File: src/rtl/pio_mailbox_bridge.sv
// pio_mailbox_bridge
//   Bridges four Nios PIO exports (cmd, wdata, rdata, status) to N_CHAN
//   accelerator channels. Software raises a request by toggling pio_cmd[31];
//   the bridge answers by toggling pio_status[31]. Writes are posted through
//   a FIFO; reads are queued the same way and then block until the
//   accelerator strobes acc_rvalid or the read timeout expires.
//
//   Ports
//     clk_clk, reset_reset    clock, synchronous active-high reset
//     pio_cmd                 [31] req toggle, [30] rnw, [29] ctrl,
//                             [ADDR_W+CH_W-1:ADDR_W] chan, [ADDR_W-1:0] addr
//     pio_wdata               write data (stable before the req toggle)
//     pio_rdata               read result (all ones after a timeout)
//     pio_status              [31] ack, [30] error, [29] busy,
//                             [15:8] fifo level, [7:0] sticky done flags
//     acc_valid/ready         command handshake, fields acc_chan/rnw/addr/wdata
//     acc_rvalid/rdata        one-cycle read-data return
//     acc_done                per-channel completion pulses

// One sticky done flag; set has priority over a same-cycle clear.
module pio_mailbox_done_bit (
    input  logic clk_clk,
    input  logic reset_reset,
    input  logic set,
    input  logic clr,
    output logic flag
);
    always_ff @(posedge clk_clk) begin
        if (reset_reset) flag <= 1'b0;
        else if (set)    flag <= 1'b1;
        else if (clr)    flag <= 1'b0;
    end
endmodule

module pio_mailbox_bridge #(
    parameter  int DATA_W     = 32,
    parameter  int ADDR_W     = 8,
    parameter  int N_CHAN     = 2,
    parameter  int FIFO_DEPTH = 8,
    parameter  int TIMEOUT    = 1023,
    localparam int CH_W       = (N_CHAN > 1) ? $clog2(N_CHAN) : 1
) (
    input  logic              clk_clk,
    input  logic              reset_reset,
    input  logic [31:0]       pio_cmd,
    input  logic [DATA_W-1:0] pio_wdata,
    output logic [DATA_W-1:0] pio_rdata,
    output logic [31:0]       pio_status,
    output logic              acc_valid,
    input  logic              acc_ready,
    output logic [CH_W-1:0]   acc_chan,
    output logic              acc_rnw,
    output logic [ADDR_W-1:0] acc_addr,
    output logic [DATA_W-1:0] acc_wdata,
    input  logic              acc_rvalid,
    input  logic [DATA_W-1:0] acc_rdata,
    input  logic [N_CHAN-1:0] acc_done
);
    localparam int PTR_W = (FIFO_DEPTH > 1) ? $clog2(FIFO_DEPTH) : 1;
    localparam int TO_W  = $clog2(TIMEOUT + 1);

    typedef struct packed {
        logic [CH_W-1:0]   chan;
        logic              rnw;
        logic [ADDR_W-1:0] addr;
        logic [DATA_W-1:0] wdata;
    } entry_t;

    typedef enum logic [1:0] {IDLE, ENQ, RD_WAIT} state_t;

    // Registered PIO inputs (only the fields that are decoded).
    logic              req_q, rnw_q, ctrl_q;
    logic [CH_W-1:0]   chan_q;
    logic [ADDR_W-1:0] addr_q;
    logic [DATA_W-1:0] wdata_q;

    // Reserved cmd bits are ignored; the reduction keeps them visibly consumed.
    logic unused_cmd_bits;
    assign unused_cmd_bits = ^pio_cmd;

    state_t            state, state_nxt;
    logic              req_seen, ack, err;
    logic [DATA_W-1:0] rdata_q;
    logic [TO_W-1:0]   to_cnt;

    entry_t            mem [FIFO_DEPTH];
    logic [PTR_W-1:0]  wr_ptr, rd_ptr;
    logic [7:0]        level;

    logic [N_CHAN-1:0] done_flags;

    // FSM controls
    logic              push, finish, done_clr, rd_load, set_err;
    logic [DATA_W-1:0] rd_val;

    logic req, empty, full, pop, can_push;
    assign req      = req_q ^ req_seen;
    assign empty    = (level == 8'd0);
    assign full     = (level == 8'(FIFO_DEPTH));
    assign pop      = !empty && acc_ready;
    // A pop in the same cycle frees the slot, so a full FIFO can still accept.
    assign can_push = !full || pop;

    function automatic logic [PTR_W-1:0] ptr_inc(input logic [PTR_W-1:0] p);
        return (p == PTR_W'(FIFO_DEPTH - 1)) ? '0 : p + 1'b1;
    endfunction

    always_comb begin
        state_nxt = state;
        push      = 1'b0;
        finish    = 1'b0;
        done_clr  = 1'b0;
        rd_load   = 1'b0;
        rd_val    = acc_rdata;
        set_err   = 1'b0;
        unique case (state)
            IDLE: begin
                if (req) begin
                    if (ctrl_q) begin
                        done_clr = 1'b1;
                        finish   = 1'b1;
                    end else if (can_push) begin
                        push = 1'b1;
                        if (rnw_q) state_nxt = RD_WAIT;
                        else       finish    = 1'b1;
                    end else begin
                        state_nxt = ENQ;
                    end
                end
            end
            ENQ: begin
                if (can_push) begin
                    push = 1'b1;
                    if (rnw_q) state_nxt = RD_WAIT;
                    else begin
                        finish    = 1'b1;
                        state_nxt = IDLE;
                    end
                end
            end
            RD_WAIT: begin
                if (acc_rvalid) begin
                    rd_load   = 1'b1;
                    finish    = 1'b1;
                    state_nxt = IDLE;
                end else if (to_cnt == TO_W'(TIMEOUT - 1)) begin
                    rd_load   = 1'b1;
                    rd_val    = '1;
                    set_err   = 1'b1;
                    finish    = 1'b1;
                    state_nxt = IDLE;
                end
            end
            default: state_nxt = IDLE;
        endcase
    end

    always_ff @(posedge clk_clk) begin
        if (reset_reset) begin
            req_q    <= 1'b0;
            rnw_q    <= 1'b0;
            ctrl_q   <= 1'b0;
            chan_q   <= '0;
            addr_q   <= '0;
            wdata_q  <= '0;
            state    <= IDLE;
            req_seen <= 1'b0;
            ack      <= 1'b0;
            err      <= 1'b0;
            rdata_q  <= '0;
            to_cnt   <= '0;
            wr_ptr   <= '0;
            rd_ptr   <= '0;
            level    <= '0;
        end else begin
            req_q   <= pio_cmd[31];
            rnw_q   <= pio_cmd[30];
            ctrl_q  <= pio_cmd[29];
            chan_q  <= pio_cmd[ADDR_W+CH_W-1:ADDR_W];
            addr_q  <= pio_cmd[ADDR_W-1:0];
            wdata_q <= pio_wdata;
            state   <= state_nxt;
            if (finish) begin
                ack      <= ~ack;
                req_seen <= ~req_seen;
            end
            if (done_clr)     err <= 1'b0;
            else if (set_err) err <= 1'b1;
            if (rd_load) rdata_q <= rd_val;
            // Counter restarts at 0 on every RD_WAIT entry.
            to_cnt <= (state == RD_WAIT) ? to_cnt + 1'b1 : '0;
            if (push) wr_ptr <= ptr_inc(wr_ptr);
            if (pop)  rd_ptr <= ptr_inc(rd_ptr);
            level <= level + 8'(push) - 8'(pop);
        end
    end

    // Storage needs no reset: entries are only visible while level != 0.
    always_ff @(posedge clk_clk) begin
        if (push) mem[wr_ptr] <= '{chan: chan_q, rnw: rnw_q, addr: addr_q, wdata: wdata_q};
    end

    entry_t head;
    assign head      = empty ? '0 : mem[rd_ptr];
    assign acc_valid = !empty;
    assign acc_chan  = head.chan;
    assign acc_rnw   = head.rnw;
    assign acc_addr  = head.addr;
    assign acc_wdata = head.wdata;

    pio_mailbox_done_bit u_done [N_CHAN-1:0] (
        .clk_clk     (clk_clk),
        .reset_reset (reset_reset),
        .set         (acc_done),
        .clr         (done_clr),
        .flag        (done_flags)
    );

    logic busy;
    assign busy       = (state != IDLE) || !empty;
    assign pio_rdata  = rdata_q;
    assign pio_status = {ack, err, busy, 13'd0, level, 8'(done_flags)};
endmodule

File: config.mk
export PLATFORM = sky130hd
export DESIGN_NAME = pio_mailbox_bridge
export DESIGN_NICKNAME = d
export VERILOG_FILES = /design/src/rtl/pio_mailbox_bridge.sv
export SDC_FILE = /design/constraint.sdc
export NUM_CORES = 1
export LEC_CHECK = 0
export ABC_AREA = 1
export CAP_MARGIN = 20
export CORE_MARGIN = 8
export CORE_UTILIZATION = 40
export CTS_CLUSTER_SIZE = 14
export DETAILED_ROUTE_END_ITERATION = 10
export HOLD_SLACK_MARGIN = 0.1
export PLACE_DENSITY_LB_ADDON = 0.25
export SLEW_MARGIN = 15
export SYNTH_ARGS = -nofsm -noshare
export SYNTH_HDL_FRONTEND = slang
export SYNTH_HIERARCHICAL = 1
export SYNTH_SLANG_ARGS = --single-unit
File: constraint.sdc
create_clock -name clk_clk -period 4.9 [get_ports clk_clk]
set_clock_uncertainty 0.05 [all_clocks]
set_input_delay 0.98 -clock clk_clk [delete_from_list [all_inputs] [get_ports clk_clk]]
set_output_delay 0.98 -clock clk_clk [all_outputs]
set_load 0.01 [all_outputs]
==> reports/qor.yml, run 1 <==
r2r-end: "mem[1][12]"
multiInputGateArea_um2: 4083
reg2reg_slack_ps: 1260
dp_hpwl_mm: 22.40
crit_chain: "inv_1 > ha_1 > nand2_1 > nor2_2 > nand2_2 > buf_12 > o21ai_1 > a31oi_1 > clkdlybuf4s50_1"
layout_commonest_cell: "edfxtp_1"
fillerInstances: 3823
fin_tns_setup_ps: 0
synth-edff-count: 336
fmax_mhz: 233.5
combinationalPowerShare_pct: 24.3
cts_num_sinks: 446
ctsResizeCount: 0
grtUsageMet2_pct: 27.50
dieHeight_um: 223.8
dominantRegCellSynth: "edfxtp_1"
path_clk_slew_ps: 60
max-slew-margin-rel_pct: 48.18
ys_seq_area_share_pct: 71.14
crit_path_top_delay_cell: "clkdlybuf4s50_1"
min_path_type: "register to register"
vias: 11100
synthCells: 1470
cp.required_ps: 3870
start_kind: "register"
rows: 76
routed_wirelength_mm: 40.43
finalCritPeriodShare_pct: 87.42
ctsRootBufferMaster: "clkbuf_16"
pwr-share-clk_pct: 32.6
crit_buf_inv: 3
critical_path.max_stage_delay_ps: 630
first_global_vias: 11320
grt_use_total_pct: 16.00
viasPerCell: 4.935
numPortBuffers: 169
ir_drop_mv: 0.2488
cts_setup_buffers: 0
cp_top_family: "buffers and inverters"
antenna_found_initial: 1
r2r_start: "level[4]"
grt_overflow: 0
yosys_warnings: 6
crit_fanout: 25
startpoint: "level[4]"
start_util_pct: 40.29
slew_violations: 0
outcome: "finished clean"
endpoint_kind: "primary output"
area_growth_pct: 21.91
cts_buffers: 47
switching_share_pct: 29.46
grtUsageMet1_pct: 19.56
crit_arrival_ps: 3250
final_cell_mix: "edfxtp_1, nor2_1, o21ai_0"
async_flop_share_pct: 0
drt_iter0_drc: 584
htreeDepth: 2
drtPass1Iterations: 5
cts_hold_buf: 0
critical_path_class: "register to primary output"
min_to: "u_done[1]/flag"
worstMarginPinSlew_ps: 775.5
routabilityCongestion: 0.7475
hp-start: "u_done[1]/flag"
static-leakage-power_uw: 0.007690
clock_latency_ps: 580
rsz0062_at_grt: "no"
grt_max_degree: 111
setup_viol: 0
seqPwrFrac_pct: 43.0
yosysUniqueCellTypes: 41
switchingPower_uw: 3050
cts_tree: "yes"
synth_seq_cells: 446
dieArea_um2: 50100
grt_pass1_wl_mm: 63.22
drc_errors: 0
hold_viol_final: 0
fin_crit_ps: 4283
synth_area_um2: 17280
grt_use_met3_pct: 4.721
postSynthAreaPerCell_um2: 11.75
clock_path_buffers: 3
seq_area_um2: 12300
top_usage_layer: "met2"
die_w_um: 223.8
io-pin-count: 209
avgRoutedWirePerCell_um: 17.97
hold_depth: 2
n_antenna_cell: 0
power_uw: 10350
ant_nets: 0
drive_gt1_share_pct: 7.147
coreArea_um2: 42890
layout.nets: 1747
drv_cap: 0
internal-power_uw: 7303
reg2regPathDepth: 12
power_density_nw_per_um2: 491.5
==> cell families after synthesis <==
logic type               after synthesis  synth area share, %
XOR/XNOR                               3               0.1521
AO/OA/AOI/OAI                        368                12.14
flip-flops                           446                71.14
AND/OR/NAND/NOR                      405                9.153
buffers and inverters                228                5.974
adder cells (fa/ha/maj)               19                1.419
other                                  1              0.02170
==> metal layers <==
layer,up-vias,wire length (um)
met3,50,2887
met5,-,13
met1,5348,17450
met4,2,633
met2,262,19440
li1,5442,-
==> cells in the mapped netlist, types with 4 or more instances <==
library cell  instances  area (um2)
buf_4                26       195.2
clkbuf_1             51       191.4
o21ai_0             191       955.9
nand2_1              36       135.1
a31oi_1              43       269.0
nand2_2               4       25.02
nor3_1                7       35.03
nand3_1              10       50.05
buf_2                21       105.1
nor2_1              337        1265
o21ai_1              33       165.2
edfxtp_1            336       10090
o22ai_1              42       262.8
ha_1                 18       225.2
inv_1               117       439.2
dfxtp_1             110        2202
a21oi_1              18       90.09
o221ai_1             32       280.3
a21oi_2               4       35.03
==> worst min-delay path: stages, from the launching register on <==
cell and delay, ps:
dfxtp_1 310, nand2_1 70, a21oi_2 50
==> metrics by stage <==
stage | hold slack (ps) | cells | util [%] | instance area [um2] | worst slack (ps)
after detailed placement | 410.4 | 2162 | 45.67 | 19590 | 1210
after CTS | 420.5 | 2250 | 49.12 | 21070 | 571.6
after global placement | 388.9 | 2162 | 45.67 | 19590 | 1240
final | 417.4 | 2250 | 49.12 | 21070 | 616.6
after floorplan | 379.7 | 1488 | - | 17350 | 1087
after global routing | 453.1 | 2250 | 49.12 | 21070 | 448.3
==> worst max-delay path by stage <==
stage,end,slack [ps],depth (start not counted)
4_1_cts,acc_addr[3],570,9
6_report,acc_addr[3],620,9
2_1_floorplan,mem[0][0],1090,5
3_5_place_dp,acc_addr[3],1210,9
3_3_place_gp,acc_addr[3],1240,9
5_1_grt,acc_addr[0],450,9
==> power by group through the flow <==
stage	registers, uW	clock network, uW	logic (uW)
6_report	4460	3380	2520
5_1_grt	4490	3620	2810
4_1_cts	4460	3470	2580
3_5_place_dp	4540	0	2570
3_3_place_gp	4530	0	2550
2_1_floorplan	4530	0	1420
==> final cells by class <==
class                           instances  share of cell area (%)
Sequential cell                       446                   58.39
Multi-Input combinational cell        814                   19.38
Timing Repair Buffer                  195                   9.527
Clock buffer                           68                   6.243
Tap cell                              585                   3.475
Inverter                              122                   2.204
Clock inverter                         20                  0.7840
==> flip-flops by register name, indices dropped and copies added (netlist names), 2 cells and up, named ones only <==
name	count
to_cnt	10
u_done/flag	2
state	2
wr_ptr	3
level	8
addr_q	8
rd_ptr	3
wdata_q	32
pio_rdata	32
mem	336
No activity file was read; power rests on OpenSTA's default activity.
==> run 2, diff against run 1 <==
Settings changed: SLEW_MARGIN 15 to 20.
Clock period 4.9 ns to 3.4 ns, I/O delays scaled along.
==> run 2 against run 1 <==
Utilization up 0.87 points. First-iteration DRC count grew 39%. Sequential power is 44% higher. Critical path type unchanged. Setup slack lost 480 ps. Non-clock buffer count up 17.
==> reports/qor.yml, run 2 (synthesis gave the netlist of run 1 again) <==
numPortBuffers: 169
rsz0062_at_grt: "no"
finalNonFillerCells: 2267
drive_gt1_share_pct: 8.680
drtPass1Iterations: 5
start_kind: "register"
clock_path_buffers: 3
grt_max_degree: 69
ant_nets: 0
worstMarginPinSlew_ps: 685.6
finalCritPeriodShare_pct: 96.11
internal-power_uw: 10690
min_path_type: "register to register"
routabilityCongestion: 0.7651
cts_num_sinks: 446
postLayoutCellArea_um2: 21440
viasPerCell: 4.985
grt_use_total_pct: 16.10
switching_share_pct: 29.57
critical_path_class: "register to primary output"
crit_arrival_ps: 2540
place_area_um2: 19790
fillerInstances: 3721
power_uw: 15170
first_global_vias: 11440
regMostFlops: "mem"
drv_cap: 0
placed_cells: 2175
crit_fanout: 21
final_cell_mix: "edfxtp_1, nor2_1, o21ai_0"
coreArea_um2: 42890
switchingPower_uw: 4486
fmax_mhz: 306.0
power_density_nw_per_um2: 707.7
dieArea_um2: 50100
vias: 11300
fin_tns_setup_ps: 0
setup_viol: 0
n_antenna_cell: 0
htreeDepth: 2
seqPwrFrac_pct: 42.4
layout.nets: 1764
cp.required_ps: 2670
fin_crit_ps: 3268
antenna_found_initial: 2
avgRoutedWirePerCell_um: 18.42
pwr-share-clk_pct: 33.3
hold_viol_final: 0
final_util_pct: 49.99
slew_violations: 0
combinationalPowerShare_pct: 24.3
die_w_um: 223.8
drt_iter0_drc: 809
routed_wirelength_mm: 41.75
grt_pass1_wl_mm: 63.96
dieHeight_um: 223.8
path_clk_slew_ps: 60
cts_tree: "yes"
area_growth_pct: 24.06
rows: 76
endpoint_kind: "primary output"
largest_register_ffs: 336
layout_commonest_cell: "edfxtp_1"
static-leakage-power_uw: 0.007955
outcome: "finished clean"
cts_buffers: 47
drc_errors: 0
ctsRootBufferMaster: "clkbuf_16"
ir_drop_mv: 0.4175
grt_overflow: 0
max-slew-margin-rel_pct: 54.13
dp_hpwl_mm: 23.86
clock_latency_ps: 570
io-pin-count: 209
start_util_pct: 40.29
==> run 2: path summary, 6_finish.rpt <==
path | from | endpoint | slack [ps] | depth (start not counted)
worst min-delay path | u_done[1]/flag | u_done[1]/flag | 420 | 2
worst min register to register | u_done[1]/flag | u_done[1]/flag | 420 | 2
worst max-delay path | level[4] | acc_wdata[20] | 130 | 9
worst max register to register | level[4] | level[4] | 420 | 18
==> run 2: area by class of cell <==
type / count / area (um2) / area share (%)
tap: 585 / 732.0 / 3.414
multi-input combinational: 814 / 4144 / 19.33
inverter: 122 / 470.5 / 2.195
timing repair buffer: 212 / 2275 / 10.61
clock inverter: 22 / 217.7 / 1.016
sequential: 446 / 12300 / 57.38
clock buffer: 66 / 1297 / 6.053
==> run 2: repair_timing <==
| action | in CTS | in global routing |
|---|---|---|
| hold buffers | 0 | 0 |
| gates cloned | 1 | 2 |
| gates resized for setup | 50 | 6 |
| endpoints found under the setup margin | 39 | 4 |
| setup buffers | 1 | 0 |
==> run 2: power groups by stage <==
stage	clock, uW	combinational [uW]	sequential, uW
floorplan	0	2040	6520
global placement	0	3770	6530
detailed placement	0	3790	6550
CTS	5150	3710	6430
global route	5360	4080	6470
finish	5050	3690	6430
==> run 2: metal layers <==
layer / global-route usage [%] / share of wire, % / vias up
met5: 0 / 0.065 / -
met4: 4.397 / 2.1 / 4
met3: 5.048 / 7.7 / 72
met2: 26.46 / 47 / 323
met1: 20.42 / 43 / 5431
li1: - / - / 5471
==> run 2: stage by stage <==
step                      setup WS (ps)  hold slack (ps)
after detailed placement          267.5            404.5
final                             132.2            423.8
after floorplan                  -312.4            379.7
after global routing              8.332            448.6
after global placement            275.1            393.4
after CTS                        -50.11            419.7
==> run 2: worst max-delay path, cell delays in order (launching register included) <==
cell             delay [ps]
dfxtp_1                 360
inv_1                    70
ha_1                    190
nand2_1                 100
nor2_2                   60
nand2_4                 140
buf_16                  190
o21ai_1                  90
a31oi_1                 160
clkdlybuf4s50_1         560
